$ cat src/rtl/mux_arbiter_4.sv
// mux_arbiter_4: four-requester round-robin arbiter with a registered output word.
//
// A requester raises its req bit with its data valid; the arbiter answers with a
// combinational one-hot ack and captures the winning word into out at the next
// rising edge. The output side is a valid/ready handshake. A new word can be
// captured in the same cycle the held word is taken, giving one word per cycle.
//
// Ports:
//   clk     - single clock, rising edge
//   rst_n   - asynchronous active-low reset
//   req     - request flags, bit i = requester i (0=a, 1=b, 2=c, 3=d)
//   a..d    - requester data, valid while the matching req bit is high
//   ack     - combinational one-hot accept strobe
//   out     - registered granted word
//   select  - registered one-hot source of out, 0 when no word is held
//   valid   - out holds an undelivered word
//   ready   - consumer accepts out on an edge where valid is high
module mux_arbiter_4 #(
  parameter int unsigned DATA_WIDTH = 32
) (
  input  logic                  clk,
  input  logic                  rst_n,
  input  logic [3:0]            req,
  input  logic [DATA_WIDTH-1:0] a,
  input  logic [DATA_WIDTH-1:0] b,
  input  logic [DATA_WIDTH-1:0] c,
  input  logic [DATA_WIDTH-1:0] d,
  output logic [3:0]            ack,
  output logic [DATA_WIDTH-1:0] out,
  output logic [3:0]            select,
  output logic                  valid,
  input  logic                  ready
);

  typedef enum logic [0:0] {
    StIdle = 1'b0,
    StHold = 1'b1
  } state_e;

  state_e                  state_q, state_d;
  logic [1:0]              last_q, last_d;
  logic [DATA_WIDTH-1:0]   out_q, out_d;
  logic [3:0]              select_q, select_d;

  logic                    grant_opp;
  logic                    found;
  logic [1:0]              grant_idx;
  logic [DATA_WIDTH-1:0]   grant_data;

  // A slot is free when nothing is held, or the held word leaves on this edge.
  assign grant_opp = (state_q == StIdle) || ready;

  // Search order last+1, last+2, last+3, last; the first requester found wins,
  // so the most recent winner always has lowest priority.
  always_comb begin
    found     = 1'b0;
    grant_idx = 2'd0;
    for (int k = 1; k <= 4; k++) begin
      logic [1:0] idx;
      idx = last_q + 2'(k);
      if (!found && req[idx]) begin
        found     = 1'b1;
        grant_idx = idx;
      end
    end
  end

  always_comb begin
    grant_data = a;
    unique case (grant_idx)
      2'd0: grant_data = a;
      2'd1: grant_data = b;
      2'd2: grant_data = c;
      2'd3: grant_data = d;
      default: grant_data = a;
    endcase
  end

  // Gated by rst_n so ack drops immediately when reset asserts.
  always_comb begin
    ack = 4'b0000;
    if (rst_n && grant_opp && found) begin
      ack = 4'b0001 << grant_idx;
    end
  end

  always_comb begin
    state_d  = state_q;
    last_d   = last_q;
    out_d    = out_q;
    select_d = select_q;
    if (ack != 4'b0000) begin
      // Covers both a fresh grant from idle and a back-to-back capture.
      state_d  = StHold;
      last_d   = grant_idx;
      out_d    = grant_data;
      select_d = ack;
    end else if (state_q == StHold && ready) begin
      // Word delivered with nobody waiting; out keeps its last value.
      state_d  = StIdle;
      select_d = 4'b0000;
    end
  end

  always_ff @(posedge clk or negedge rst_n) begin
    if (!rst_n) begin
      state_q  <= StIdle;
      last_q   <= 2'd3;
      out_q    <= '0;
      select_q <= 4'b0000;
    end else begin
      state_q  <= state_d;
      last_q   <= last_d;
      out_q    <= out_d;
      select_q <= select_d;
    end
  end

  assign out    = out_q;
  assign select = select_q;
  assign valid  = (state_q == StHold);

endmodule

$ cat config.mk
export PLATFORM = sky130hd
export DESIGN_NAME = mux_arbiter_4
export DESIGN_NICKNAME = d
export VERILOG_FILES = /design/src/rtl/mux_arbiter_4.sv
export SDC_FILE = /design/constraint.sdc
export NUM_CORES = 1
export LEC_CHECK = 0
export CORE_MARGIN = 8
export CORE_UTILIZATION = 58
export CTS_BUF_LIST = sky130_fd_sc_hd__clkbuf_8 sky130_fd_sc_hd__clkbuf_16
export DETAILED_ROUTE_END_ITERATION = 12
export DONT_BUFFER_PORTS = 1
export GPL_ROUTABILITY_DRIVEN = 0
export PLACE_DENSITY = 0.76
export SETUP_SLACK_MARGIN = 0.2
export SKIP_LAST_GASP = 1
export SLEW_MARGIN = 30
export SYNTH_ARGS = -nofsm -noshare
export SYNTH_HDL_FRONTEND = slang
export SYNTH_SLANG_ARGS = --single-unit
$ cat constraint.sdc
create_clock -name clk -period 2.15 [get_ports clk]
set_clock_uncertainty 0.15 [all_clocks]
set_input_delay 0.215 -clock clk [delete_from_list [all_inputs] [get_ports clk]]
set_output_delay 0.215 -clock clk [all_outputs]
set_load 0.02 [all_outputs]
==> run_results.csv, run 1 <==
group,metric,value,unit
layout,drive_gt1_share,38.6,%
critical_path,arrival,1.85,ns
logic_synthesis,synthesis.area,2960,sq um
layout,final_cell_mix,"a211oi_2 (52), dfrtp_1 (36), nand2_1 (34), nor3_1 (32), nor2_1 (32)",
global_routing,grt_max_degree,40,
logic_synthesis,syn-num-nets,436,
critical_path,reg2reg_setup_slack,-0.03,ns
layout,fillers,362,
critical_path,startpoint,"last_q[1]$_DFFE_PN1P_",
cts,cts-root-buf,"clkbuf_8",
drt,vias_per_cell,6.47,
floorplan,coreArea,5010,sq um
drt,vias,2549,
timing,rsz0062_at_grt,"true",
critical_path,reg2regPathDepth,6,
power,irDropWorstVdd,447,uV
layout,syn2layout_area_growth,24.2,%
worst_hold_path,hold_path.startpoint,"a[21]",
logic_synthesis,syn_inst,301,
outcome,violations,"negative hold slack, negative setup slack",
critical_path,r2r-start,"last_q[0]$_DFFE_PN1P_",
cts,h-tree-depth,2,
timing,max_slew_margin,64.8,%
worst_hold_path,hold_path_class,"in -> reg",
timing,drv_slew,0,
timing,worst_pin_slew,0.528,ns
timing,timing.hold.ws,-0.0150,ns
critical_path,end_kind,"primary output",
drt,drt_iter0_drc,91,
cts,cts.sinks,39,
power,p_per_area,954,nW/um^2
timing,hold_violations,1,
logic_synthesis,ys_seq_area_share,33.1,%
run,maxCapViolations,0,
layout,diodes,0,
timing,fin_crit_sh,103,%
timing,max_freq,451,MHz
layout,stdcell_count,394,
timing,setup_slack,-0.0679,ns
placed_design,hpwl,6670,microns
floorplan,fp.dieArea,7640,sq um
power,clock_power_share,13.5,%
power,seq_power_share,41.8,%
cts,clk_latency,0.29,ns
layout,final_common_cell,"a211oi_2",
logic_synthesis,synth_area_per_cell,9.83,sq um
floorplan,initial_core_util,59.1,%
layout,final_area,3680,sq um
cts,cts_buffers,5,
critical_path,startpoint_type,"register",
placed_design,placedCellCount,358,
outcome,status,"complete, but fails checks",
worst_hold_path,min_to,"out[21]$_DFFE_PN0P_",
drt,dr.pass1.iters,4,
placed_design,port_buffers,0,
global_routing,overflow,0,
global_routing,grt_pass1_wl,14600,microns
floorplan,boundaryPins,176,
global_routing,grt_usage,24.6,%
critical_path,crit_type,"reg -> out",
power,internal-power,1.93,mW
power,leakage,1.48,nW
layout,nets,458,
critical_path,worstPathMaxFanout,6,
critical_path,crit_required,1.78,ns
cts,cts_tree,"built",
logic_synthesis,yosysWarnings,0,
global_routing,grt_pass1_vias,2740,
floorplan,num_rows,26,
critical_path,r2r_end,"out[20]$_DFFE_PN0P_",
logic_synthesis,synth_cell_types,35,
floorplan,die_h,87.4,microns
floorplan,die_w,87.4,microns
cts,clk_path_buf_depth,2,
power,comb_power_share,44.8,%
drt,avgRoutedWirePerCell,25.1,microns
timing,setup_violations,5,
timing,period_minus_slack,2.22,ns
drt,wirelength,9900,microns
global_routing,antenna_found_initial,0,
cts,cts.clk_slew.worst_paths,0.08,ns
drt,drcViolationCount,0,
power,total_power,3.51,mW
power,switchingPower,1.57,mW
worst_hold_path,min_path_cells,2,
drt,antenna_left,0,
power,p_sw_share,44.9,%
logic_synthesis,synth-seq-cells,39,
placed_design,dpl_cell_area,3060,sq um
[registers in the layout, indices dropped and copies added (netlist names)]
| name | flops |
|---|---|
| valid | 1 |
| out | 32 |
| select | 4 |
| last_q | 2 |
[cell usage after synthesis]
cell type   n  share of area (%)
a211oi_2   59                 25
dfrtp_1    37                 31
nand2_1    35                4.4
mux2i_1    33                 11
nor2_1     33                4.2
nor3_1     33                5.6
clkbuf_1   14                1.8
buf_4       7                1.8
buf_2       6                1.0
a211oi_1    5                1.3
buf_6       5                1.9
nor2b_1     4               0.85
a211o_1     2               0.59
a21oi_2     2               0.59
a221o_1     2               0.68
and3b_1     2               0.59
dfstp_2     2                1.8
nand2b_1    2               0.42
o21ai_1     2               0.34
a21boi_0    1               0.25
a21boi_2    1               0.38
a21o_1      1               0.25
a2bb2oi_2   1               0.51
and2_4      1               0.30
and3_1      1               0.21
inv_1       1               0.13
nand3_2     1               0.34
nor2_2      1               0.21
nor3_2      1               0.34
nor3b_1     1               0.25
o21bai_2    1               0.38
o41ai_2     1               0.55
or2_1       1               0.21
or3_1       1               0.21
or3b_1      1               0.30
[critical path: stages, from the launching register on]
cell and delay [ns]:
dfstp_2 0.58, mux2i_1 0.23, a2bb2oi_2 0.28, nand2_2 0.12, nor3_4 0.22, buf_6 0.15
[worst max-delay path by stage]
| stage | end | depth (start not counted) |
|---|---|---|
| 6_report | ack[2] | 5 |
| 4_1_cts | ack[2] | 5 |
| 3_5_place_dp | out[16]$_DFFE_PN0P_ | 6 |
| 5_1_grt | ack[2] | 5 |
| 3_3_place_gp | out[15]$_DFFE_PN0P_ | 6 |
| 2_1_floorplan | out[10]$_DFFE_PN0P_ | 8 |
[routing by layer]
layer  wire [microns]  global-route usage (%)  up-vias
met2             4960                    41.6      164
met4              150                    8.44        0
met3             1300                    12.6       16
li1                 -                       -     1139
met5                0                       0        -
met1             3500                    25.5     1230
[cells by family (layout without fill, tap and decap cells)]
kind of cell    after synthesis  after routing  share of synthesized area [%]
compound gates               78             78                           30.7
mux                          33             33                           11.2
flops                        39             39                           33.1
buf+inv                      33             56                           6.60
simple gates                118            118                           18.4
[stage by stage]
stage	worst slack [ns]	hold WS, ns	utilization [%]	TNS (ns)
final	-0.0679	-0.0150	73.4	-0.232
after detailed placement	0.0663	-0.230	61.1	0
after floorplan	0.163	-0.231	-	0
after global placement	0.144	-0.230	61.1	0
after global routing	-0.136	0.00699	73.4	-1.19
after CTS	-0.0102	0.00197	70.3	-0.0134
[power by group through the flow]
stage	Clock, mW	Combinational, mW	Sequential, mW
3_3_place_gp	0	1.16	1.47
4_1_cts	0.488	1.46	1.47
3_5_place_dp	0	1.20	1.48
6_report	0.472	1.57	1.47
2_1_floorplan	0	1.03	1.40
5_1_grt	0.515	1.68	1.50
[repair_timing]
item | in CTS | in global routing
hold buffers | 11 | 1
endpoints found under the hold margin | 47 | 1
pin swaps | 32 | 15
setup buffers | 6 | 5
gates resized for setup | 24 | 17
endpoints found under the setup margin | 37 | 38
gates cloned | 5 | 0
[cell type report]
| type | count | area [sq um] | area share (%) |
|---|---|---|---|
| multi-input combinational | 229 | 1950 | 53.0 |
| sequential | 39 | 980 | 26.7 |
| timing repair buffer | 47 | 576 | 15.7 |
| tap | 70 | 87.6 | 2.38 |
| clock buffer | 5 | 68.8 | 1.87 |
| clock inverter | 3 | 12.5 | 0.340 |
| inverter | 1 | 3.75 | 0.102 |
(Power assumes the default switching activity.)
==> run 2, diff against run 1 <==
--- a/config.mk
+++ b/config.mk
@@ -12,7 +12,6 @@
 export DONT_BUFFER_PORTS = 1
 export GPL_ROUTABILITY_DRIVEN = 0
 export PLACE_DENSITY = 0.76
-export SETUP_SLACK_MARGIN = 0.2
 export SKIP_LAST_GASP = 1
 export SLEW_MARGIN = 30
 export SYNTH_ARGS = -nofsm -noshare
==> run_results.csv, run 2 (synthesis results as in run 1) <==
group,metric,value,unit
critical_path,reg2reg_setup_slack,-0.05,ns
cts,cts.clk_slew.worst_paths,0.08,ns
timing,fin_crit_sh,104,%
power,leakage,1.39,nW
drt,avgRoutedWirePerCell,24.4,microns
cts,cts-root-buf,"clkbuf_8",
drt,drcViolationCount,0,
floorplan,initial_core_util,59.1,%
drt,antenna_left,0,
critical_path,worstPathMaxFanout,3,
layout,nets,446,
floorplan,die_w,87.4,microns
critical_path,path_cells,"nand2b_4 > a21oi_2 > or3_4 > nor3_4 > buf_6",
layout,largest_register_ffs,32,
cts,clk_path_buf_depth,2,
timing,rsz0062_at_grt,"true",
layout,multiInputGateArea,1870,sq um
power,irDropWorstVdd,519,uV
global_routing,overflow,0,
layout,final_common_cell,"a211oi_2",
timing,max_freq,447,MHz
cts,cts_buffers,5,
run,maxCapViolations,0,
critical_path,cp_top_family,"simple AND/OR/NAND/NOR gates",
power,p_per_area,1030,nW/um^2
cts,cts_tree,"built",
critical_path,crit_slowest_cell,"dfstp_2",
layout,final_cell_mix,"a211oi_2 (58), dfrtp_1 (37), nand2_1 (34), nor2_1 (33), nor3_1 (32)",
placed_design,hpwl,6520,microns
cts,h-tree-depth,2,
drt,vias_per_cell,6.53,
critical_path,startpoint_type,"register",
timing,max_slew_margin,73.8,%
floorplan,num_rows,26,
drt,dr.pass1.iters,4,
placed_design,port_buffers,0,
timing,worst_pin_slew,0.390,ns
power,total_power,3.52,mW
floorplan,die_h,87.4,microns
critical_path,worst-path-buf-inv,1,
drt,drt_iter0_drc,103,
drt,wirelength,9320,microns
global_routing,grt_pass1_wl,13400,microns
critical_path,critical_path_cell_count,5,
worst_hold_path,hold_path_class,"in -> reg",
layout,seqCellArea,978,sq um
critical_path,cpPeakStageDelay,0.58,ns
floorplan,fp.dieArea,7640,sq um
critical_path,arrival,1.87,ns
global_routing,grt_usage,22.4,%
critical_path,end_kind,"primary output",
critical_path,crit_required,1.78,ns
floorplan,boundaryPins,176,
placed_design,pre_cts_ws,0.111,ns
layout,drive_gt1_share,39.4,%
global_routing,grt_max_degree,40,
timing,setup_violations,19,
critical_path,reg2regPathDepth,7,
worst_hold_path,min_path_cells,2,
timing,hold_violations,0,
outcome,violations,"negative setup slack",
outcome,status,"complete, but fails checks",
global_routing,grt_pass1_vias,2560,
layout,syn2layout_area_growth,15.9,%
layout,final_area,3430,sq um
global_routing,antenna_found_initial,0,
placed_design,dpl_cell_area,3070,sq um
cts,cts.sinks,39,
timing,period_minus_slack,2.24,ns
layout,diodes,0,
floorplan,coreArea,5010,sq um
layout,stdcell_count,382,
drt,vias,2495,
critical_path,crit_type,"reg -> out",
timing,timing.hold.ws,0.0248,ns
layout,fillers,401,
timing,drv_slew,0,
timing,setup_slack,-0.0871,ns
placed_design,placedCellCount,361,
cts,clk_latency,0.29,ns
-- run 2: repair_timing --
action                                  CTS  global route
pin swaps                                 6             2
endpoints found under the hold margin    39             0
buffers inserted                          9             0
gates cloned                              0             2
endpoints found under the setup margin    3            36
gates resized for setup                   7             9
hold buffers                              2             0
-- run 2: metal layers --
| metal | global-route usage, % | share of wire [%] | vias up |
|---|---|---|---|
| li1 | - | - | 1123 |
| met1 | 25.5 | 39 | 1226 |
| met2 | 38.6 | 50 | 133 |
| met3 | 7.55 | 9.7 | 13 |
| met4 | 6.09 | 1.5 | 0 |
| met5 | 0 | 0 | - |
-- run 2: stage by stage --
stage	utilization [%]	TNS, ns
floorplan	-	0
global placement	61.3	0
detailed placement	61.3	0
CTS	66.5	-0.169
global route	68.5	-2.39
finish	68.5	-0.484
-- run 2: power breakdown --
group / switching (mW) / total (mW) / internal [mW]
clock: 0.278 / 0.654 / 0.376
combinational: 0.759 / 1.41 / 0.649
sequential: 0.488 / 1.46 / 0.973
-- run 2: final timing paths --
kind	end	startpoint
min in group asynchronous	out[16]$_DFFE_PN0P_	rst_n
max reg2reg	out[26]$_DFFE_PN0P_	last_q[0]$_DFFE_PN1P_
max in group asynchronous	last_q[0]$_DFFE_PN1P_	rst_n
min reg2reg	last_q[1]$_DFFE_PN1P_	last_q[1]$_DFFE_PN1P_
min	out[13]$_DFFE_PN0P_	d[13]
max	ack[2]	last_q[0]$_DFFE_PN1P_
-- run 2: layout make-up --
type                    instances  share of cell area (%)
multi-input cells             229                    54.6
flip-flops and latches         39                    28.5
repair buffers                 35                    10.8
well taps                      70                    2.55
clock buffers                   6                    2.41
clock inverters                 2                    1.02
inverters                       1                   0.109
-- run 2: worst reg2reg max path: stages, from the launching register on --
cell and delay [ns]:
dfstp_2 0.58, nand2b_4 0.13, a21oi_2 0.05, or3_4 0.40
buf_4 0.20, clkbuf_16 0.20, a211oi_2 0.27, a211oi_2 0.08
==> run 3, diff against run 2 <==
--- a/config.mk
+++ b/config.mk
@@ -6,14 +6,13 @@
 export NUM_CORES = 1
 export LEC_CHECK = 0
 export CORE_MARGIN = 8
-export CORE_UTILIZATION = 58
+export CORE_UTILIZATION = 55
 export CTS_BUF_LIST = sky130_fd_sc_hd__clkbuf_8 sky130_fd_sc_hd__clkbuf_16
 export DETAILED_ROUTE_END_ITERATION = 12
 export DONT_BUFFER_PORTS = 1
 export GPL_ROUTABILITY_DRIVEN = 0
-export PLACE_DENSITY = 0.76
+export PLACE_DENSITY = 0.73
 export SKIP_LAST_GASP = 1
-export SLEW_MARGIN = 30
 export SYNTH_ARGS = -nofsm -noshare
 export SYNTH_HDL_FRONTEND = slang
 export SYNTH_SLANG_ARGS = --single-unit
==> run_results.csv, run 3 (synthesis results as in run 1) <==
group,metric,value,unit
layout,final_area,3340,sq um
critical_path,worstPathMaxFanout,7,
cts,cts_buffers,5,
critical_path,startpoint_type,"register",
placed_design,pre_cts_ws,0.115,ns
outcome,violations,"negative setup slack",
layout,syn2layout_area_growth,12.9,%
power,p_per_area,985,nW/um^2
global_routing,grtUsageMet1,25.2,%
drt,vias_per_cell,6.43,
timing,setup_slack,-0.0464,ns
power,leakage,1.35,nW
placed_design,dpl_cell_area,3060,sq um
timing,rsz0062_at_grt,"true",
floorplan,initial_core_util,57.6,%
timing,max_slew_margin,63.4,%
timing,period_minus_slack,2.20,ns
global_routing,grt_pass1_wl,13500,microns
timing,setup_violations,3,
global_routing,use_met2,37.6,%
cts,h-tree-depth,2,
placed_design,port_buffers,0,
power,irDropWorstVdd,557,uV
timing,max_freq,455,MHz
worst_hold_path,hold_path_class,"in -> reg",
drt,avgRoutedWirePerCell,24.0,microns
cts,cts-root-buf,"clkbuf_8",
layout,final_common_cell,"a211oi_2",
global_routing,grt_pass1_vias,2603,
layout,stdcell_count,378,
drt,drcViolationCount,0,
global_routing,antenna_found_initial,0,
floorplan,num_rows,26,
cts,cts.sinks,39,
floorplan,die_h,89.4,microns
cts,cts_tree,"built",
drt,dr.pass1.iters,4,
global_routing,grt_use_met3,7.72,%
placed_design,hpwl,6530,microns
drt,drt_iter0_drc,100,
layout,nets,442,
placed_design,placedCellCount,360,
cts,clk_latency,0.29,ns
floorplan,die_w,89.4,microns
timing,drv_slew,0,
global_routing,grt_usage,22.1,%
critical_path,crit_required,1.78,ns
run,maxCapViolations,0,
cts,cts.clk_slew.worst_paths,0.08,ns
layout,final_cell_mix,"a211oi_2 (59), dfrtp_1 (37), nand2_1 (34), nor3_1 (32), nor2_1 (32)",
layout,drive_gt1_share,38.0,%
floorplan,fp.dieArea,7980,sq um
drt,wirelength,9070,microns
global_routing,overflow,0,
critical_path,crit_type,"reg -> out",
drt,vias,2431,
global_routing,top_usage_layer,"met2",
floorplan,coreArea,5140,sq um
timing,fin_crit_sh,102,%
timing,final.setup.tns,-0.125,ns
layout,diodes,0,
layout,utilization,65.0,%
timing,worst_pin_slew,0.547,ns
critical_path,end_kind,"primary output",
outcome,status,"complete, but fails checks",
drt,antenna_left,0,
timing,hold_violations,0,
cts,clk_path_buf_depth,2,
layout,largest_register_ffs,32,
floorplan,boundaryPins,176,
critical_path,arrival,1.83,ns
global_routing,grt_max_degree,40,
==> run 3: cell type report <==
class	count	area, sq um
Multi-Input combinational cell	229	1860
Fill cell	430	1800
Sequential cell	39	978
Timing Repair Buffer	31	329
Tap cell	70	87.6
Clock buffer	5	68.8
Clock inverter	3	12.5
Inverter	1	3.75
==> run 3: what timing repair did <==
action                                  4_1_cts  5_1_grt
hold endpoints to repair                     39        0
cloned                                        0        1
resized for setup                             8       12
buffers inserted                              7        0
endpoints found under the setup margin        3       36
hold buffers                                  2        0
pin swaps                                     6        6
==> run 3: report_power, final <==
group	internal, mW	switching (mW)
logic	0.616	0.729
clock network	0.219	0.267
registers	0.973	0.487
total	1.81	1.48
==> run 3: path summary, 6_finish.rpt <==
path	from	to	slack (ns)	cells after the start
min reg2reg	last_q[1]$_DFFE_PN1P_	last_q[1]$_DFFE_PN1P_	0.38	2
max in group asynchronous	rst_n	last_q[1]$_DFFE_PN1P_	1.33	2
min	d[15]	out[15]$_DFFE_PN0P_	0.01	2
max reg2reg	last_q[0]$_DFFE_PN1P_	out[8]$_DFFE_PN0P_	0.09	7
min in group asynchronous	rst_n	out[15]$_DFFE_PN0P_	0.26	2
max	last_q[1]$_DFFE_PN1P_	ack[3]	-0.05	6
==> run 3: routing by layer <==
| layer | share of wire, % | vias to the layer above |
|---|---|---|
| li1 | - | 1118 |
| met1 | 38 | 1168 |
| met2 | 49 | 136 |
| met3 | 12 | 9 |
| met4 | 1.0 | 0 |
| met5 | 0 | - |
==> run 3: metrics by stage <==
| step | power, mW | hold slack (ns) |
|---|---|---|
| finish | 3.29 | 0.0134 |
| global route | 3.49 | 0.0255 |
| CTS | 3.25 | 0.00723 |
| detailed placement | 2.66 | -0.229 |
| global placement | 2.63 | -0.229 |
| floorplan | 2.40 | -0.231 |
==> run 3: worst max-delay path: stages (launching register included) <==
cell and delay [ns]:
dfstp_2 0.60, mux2i_1 0.24, a2bb2oi_2 0.20, buf_4 0.15, nand2_4 0.05, and3_1 0.16, buf_6 0.13
